## config.mk

```make
export PLATFORM = sky130hd
export DESIGN_NAME = writeback_buffer
export DESIGN_NICKNAME = d
export VERILOG_FILES = /design/src/rtl/writeback_buffer.sv
export SDC_FILE = /design/constraint.sdc
export NUM_CORES = 1
export LEC_CHECK = 0
export ABC_AREA = 1
export BUFFER_PORTS_ARGS = -buffer_cell sky130_fd_sc_hd__buf_4
export CORE_MARGIN = 4
export CORE_UTILIZATION = 55
export CTS_CLUSTER_DIAMETER = 50
export DETAILED_ROUTE_END_ITERATION = 16
export PLACE_DENSITY = 0.77
export SETUP_SLACK_MARGIN = 0.2
export SYNTH_ARGS = -nofsm -noshare
export SYNTH_HDL_FRONTEND = slang
export SYNTH_SLANG_ARGS = --single-unit
```

## constraint.sdc

```tcl
create_clock -name clock -period 4.65 [get_ports clock]
set_input_delay 0.2325 -clock clock [delete_from_list [all_inputs] [get_ports clock]]
set_output_delay 0.2325 -clock clock [all_outputs]
set_load 0.03 [all_outputs]
```

## src/rtl/writeback_buffer.sv

```systemverilog
// writeback_buffer
// In-order buffer for register-file write requests. Requests are queued in a
// small circular FIFO and drained one per cycle into the single register bank
// write port whenever that port is not stalled. Operand reads can look into the
// buffer (youngest entry first) to see values that are not yet written.
// Destination register 0 is never buffered, so it is never written or forwarded.

module writeback_buffer #(
    parameter int DEPTH  = 4,
    parameter int ADDR_W = 5,
    parameter int DATA_W = 32
) (
    input  logic                         clock,
    input  logic                         reset,
    input  logic                         in_valid,
    output logic                         in_ready,
    input  logic [ADDR_W-1:0]            in_rd,
    input  logic [DATA_W-1:0]            in_data,
    input  logic                         wb_stall,
    output logic                         wb_write,
    output logic [ADDR_W-1:0]            wb_rd,
    output logic [DATA_W-1:0]            wb_data,
    input  logic [ADDR_W-1:0]            rs1,
    input  logic [ADDR_W-1:0]            rs2,
    output logic                         fwd1_hit,
    output logic [DATA_W-1:0]            fwd1_data,
    output logic                         fwd2_hit,
    output logic [DATA_W-1:0]            fwd2_data,
    output logic [$clog2(DEPTH+1)-1:0]   count
);

    localparam int PTR_W = $clog2(DEPTH);
    localparam int CNT_W = $clog2(DEPTH + 1);
    localparam logic [CNT_W-1:0]  DEPTH_C = CNT_W'(DEPTH);
    localparam logic [ADDR_W-1:0] ZERO_RD = {ADDR_W{1'b0}};

    logic [ADDR_W-1:0] rd_mem_r   [DEPTH];
    logic [DATA_W-1:0] data_mem_r [DEPTH];
    logic [PTR_W-1:0]  head_r;
    logic [PTR_W-1:0]  tail_r;
    logic [CNT_W-1:0]  count_r;

    logic              empty_s;
    logic              full_s;
    logic              pop_s;
    logic              push_s;
    logic              fwd1_hit_s;
    logic              fwd2_hit_s;
    logic [DATA_W-1:0] fwd1_data_s;
    logic [DATA_W-1:0] fwd2_data_s;
    logic [PTR_W-1:0]  slot_s;

    // Handshake: pop whenever the bank port is free; a full buffer still
    // accepts a push in a cycle it pops. Writes to register 0 are discarded.
    always_comb begin
        empty_s  = (count_r == {CNT_W{1'b0}});
        full_s   = (count_r == DEPTH_C);
        pop_s    = !empty_s && !wb_stall && !reset;
        in_ready = !full_s || pop_s;
        push_s   = in_valid && in_ready && (in_rd != ZERO_RD) && !reset;
    end

    // Head entry drives the register bank port directly from state.
    always_comb begin
        wb_write = pop_s;
        wb_rd    = rd_mem_r[head_r];
        wb_data  = data_mem_r[head_r];
        count    = count_r;
    end

    // Forwarding scan from oldest to youngest so the youngest match wins.
    always_comb begin
        fwd1_hit_s  = 1'b0;
        fwd2_hit_s  = 1'b0;
        fwd1_data_s = {DATA_W{1'b0}};
        fwd2_data_s = {DATA_W{1'b0}};
        slot_s      = head_r;
        for (int i = 0; i < DEPTH; i++) begin
            slot_s = head_r + PTR_W'(i);
            if ((CNT_W'(i) < count_r) && (rd_mem_r[slot_s] == rs1)) begin
                fwd1_hit_s  = 1'b1;
                fwd1_data_s = data_mem_r[slot_s];
            end else begin
                fwd1_hit_s  = fwd1_hit_s;
            end
            if ((CNT_W'(i) < count_r) && (rd_mem_r[slot_s] == rs2)) begin
                fwd2_hit_s  = 1'b1;
                fwd2_data_s = data_mem_r[slot_s];
            end else begin
                fwd2_hit_s  = fwd2_hit_s;
            end
        end
    end

    // Register 0 never forwards, and nothing forwards while in reset.
    always_comb begin
        fwd1_hit  = fwd1_hit_s && !reset && (rs1 != ZERO_RD);
        fwd2_hit  = fwd2_hit_s && !reset && (rs2 != ZERO_RD);
        fwd1_data = fwd1_data_s;
        fwd2_data = fwd2_data_s;
    end

    // Pointer and occupancy update; reset discards every pending entry.
    always_ff @(posedge clock) begin
        if (reset) begin
            head_r  <= {PTR_W{1'b0}};
            tail_r  <= {PTR_W{1'b0}};
            count_r <= {CNT_W{1'b0}};
        end else begin
            if (push_s) begin
                tail_r <= tail_r + PTR_W'(1);
            end
            if (pop_s) begin
                head_r <= head_r + PTR_W'(1);
            end
            case ({push_s, pop_s})
                2'b10:   count_r <= count_r + CNT_W'(1);
                2'b01:   count_r <= count_r - CNT_W'(1);
                default: count_r <= count_r;
            endcase
        end
    end

    // Entry storage; contents are only meaningful below the occupancy count.
    always_ff @(posedge clock) begin
        if (push_s) begin
            rd_mem_r[tail_r]   <= in_rd;
            data_mem_r[tail_r] <= in_data;
        end
    end

endmodule
```

==> results_dict.tcl <==
set metrics [dict create \
    clk_pin_slew_ns 0.08 \
    hold_end "data_mem_r[1][22]" \
    cts.path.max_buffers 2 \
    wl_um 41700 \
    ys_ff_latch 157 \
    final_antenna_net_count 0 \
    status "finished, final reports clean" \
    hp-class "in2reg" \
    peakVddDrop_mv 0.235 \
    layout-drive-gt1-share 0.126 \
    cts_sinks 157 \
    layout_common_cells "662 x nand2_1, 299 x nor2_1, 189 x buf_4" \
    synth_top_area_frac 0.358 \
    reg2reg_to "data_mem_r[0][3]" \
    rsz0062_at_grt "no" \
    grt_usage 0.328 \
    reg2reg_depth 8 \
    utilization 0.652 \
    cts_max_level 4 \
    hold_path_startpoint "in_data[22]" \
    start_util 0.563 \
    grt_max_degree 72 \
    synth_nets 1952 \
    die-height_um 158 \
    post_layout_nonfiller_instances 2292 \
    clock_latency_ns 0.43 \
    grt_pass1_wl_um 64600 \
    critical-path-max-stage-delay_ns 0.77 \
    cp_common_cell "nand2_1" \
    antenna_found_initial 1 \
    finClkSkew_ns 0.0130 \
    yosysWarnings 0 \
    cts_root_buf "clkbuf_16" \
    dr_wl_met2_um 18800 \
    vias 13400 \
    cap_viol_max_count 0 \
    synth_area_leaders "edfxtp_1 36%, nand2_1 20%, nor2_1 9.2%, o21ai_0 6.0%, nand3_1 5.6%" \
    area_growth_pct 15.8 \
    core-area_um2 22000 \
    synth_area_leader_cell "edfxtp_1" \
    top_layer "met5" \
    leakage_uw 0.00684 \
    worstHoldPathCells 1 \
    min_period_ns 4.07 \
    final_common_cell "nand2_1" \
    ys_seq_area_frac 0.373 \
    nets 2059 \
    hpwlAfterDp_um 26900 \
    wl_per_cell_um 18.2 \
    max_freq_mhz 246 \
    first_global_vias 12400 \
    die_w_um 158 \
    viasPerCell 5.87 \
    drt_pre_antenna_iters 6 \
    start_kind "register" \
    synth_cell_types 38 \
    io_pins 159 \
    worstPathRequired_ns 4.42 \
    critPathSlowestCell "and2b_2" \
    cts_buffers 17 \
    syn_inst 1892 \
    wl_met3_um 4810 \
    drtIter0Drc 1826 \
    maxSlewHeadroom 0.157 \
    cts_tree "done" \
    setup_violations 0 \
    fin_setup_tns_ns 0 \
    dp_cells 2244 \
    finalInstanceArea_um2 14400 \
    critical_path_arrival_ns 3.84 \
    die-area_um2 25000 \
    layout_worst_path_cycle_share 0.876 \
    row_count 54 \
    synth_area_um2 12400 \
    r2r_slack_ns 1.66 \
    path_cells "inv_2, nand2_1, nand3_1, nand2_1, nand2_1, nand2_1, nor2_1, nand2_1, and2b_2, nand3_1, nand2_1, nand2_1, nand2_1, buf_4" \
    rr_startpoint "count[0]" \
    cp_max_fo 33 \
    avgSynthCellArea_um2 6.55 \
    critPathKind "reg2out" \
    worst_setup_path_end_kind "primary output" \
    drc_errors 0 \
    power_uw 5040 \
    gp_congestion 1.01 \
    io_buffer_count 158 \
    powerDensity_nw_per_um2 351 \
    globalRoute.totalOverflow 0 \
    maxSlewViolCount 0 \
    worst_pin_slew_ns 1.26 \
    finalHoldViolations 0 \
    antenna_cells 0 \
    wl_met1_um 16800 \
    post_dp_cell_area_um2 13600 \
]
[Yosys cell counts, drive strengths merged]
cell type and count:
nand2 668, nor2 308, inv 169, o21ai 154, edfxtp 148, nand3 143
buf 78, a21oi 49, clkbuf 41, a22oi 34, a32o 20, nand4 15
o22ai 11, dfxtp 9, ha 9, o211ai 8, o21a 6, a221oi 5
mux2i 5, xor2 5, nor3 2, a21boi 1, a31oi 1, a32oi 1
and2b 1, nor3b 1
[cell families (layout without fill, tap and decap cells)]
family	count (synthesis)	after routing	share of synthesized area
simple gates	1138	1138	0.368
xor+xnor	5	5	0.00353
fa+ha+maj	9	9	0.00908
flops	157	157	0.373
compound gates	290	290	0.138
buf+inv	288	408	0.104
mux	5	5	0.00404
[registers in the layout (all words and copies together), names as in the netlist, named ones only]
register,count
tail_r,2
count,3
head_r,2
rd_mem_r,20
data_mem_r,128
[per-layer routing]
layer  up-vias  GRT usage
li1       6369          -
met5         -          0
met4         2      0.109
met1      6054      0.448
met3       118     0.0607
met2       905      0.528
[worst max-delay path, delay by kind of cell (launching register included)]
kind | cells | cell delay [ns]
buf+inv | 2 | 0.81
flops | 1 | 0.49
simple gates | 12 | 2.08
[worst max path at each step]
stage                          from          endpoint  slack (ns)  cells past startpoint
after floorplan            count[0]  data_mem_r[0][0]        0.82                      7
after global placement    head_r[0]     fwd2_data[30]        1.06                     14
after detailed placement  head_r[0]     fwd2_data[30]        0.99                     14
after CTS                 head_r[0]     fwd2_data[30]        0.51                     14
after global routing       register     fwd1_data[30]        0.37                     15
final                      register     fwd1_data[30]        0.58                     14
[metrics by stage]
stage	setup slack [ns]	hold WS [ns]
final	0.578	0.0129
after global routing	0.368	0.000549
after CTS	0.515	0.000519
after detailed placement	0.987	0.426
after global placement	1.06	0.422
after floorplan	0.817	0.305
[area by class of cell]
cell class              instances  area [um^2]
well taps                     280          350
fillers                      1940         7670
clock inverters                14          149
inverters                     169          639
clock buffers                  18          429
flip-flops and latches        157         4630
repair buffers                207         1620
multi-input cells            1447         6530
[power breakdown]
part           switching (uW)  internal [uW]  total, uW
logic                    1410            584       1990
clock network             633            758       1390
registers                59.0           1600       1660
total                    2100           2940       5040
[what timing repair did]
item,in CTS,in global routing
resized for setup,0,1
setup buffers,0,1
hold buffers,13,2
endpoints found under the hold margin,49,8
endpoints found under the setup margin,0,16
Note: power is estimated with default switching activity, not from simulation.
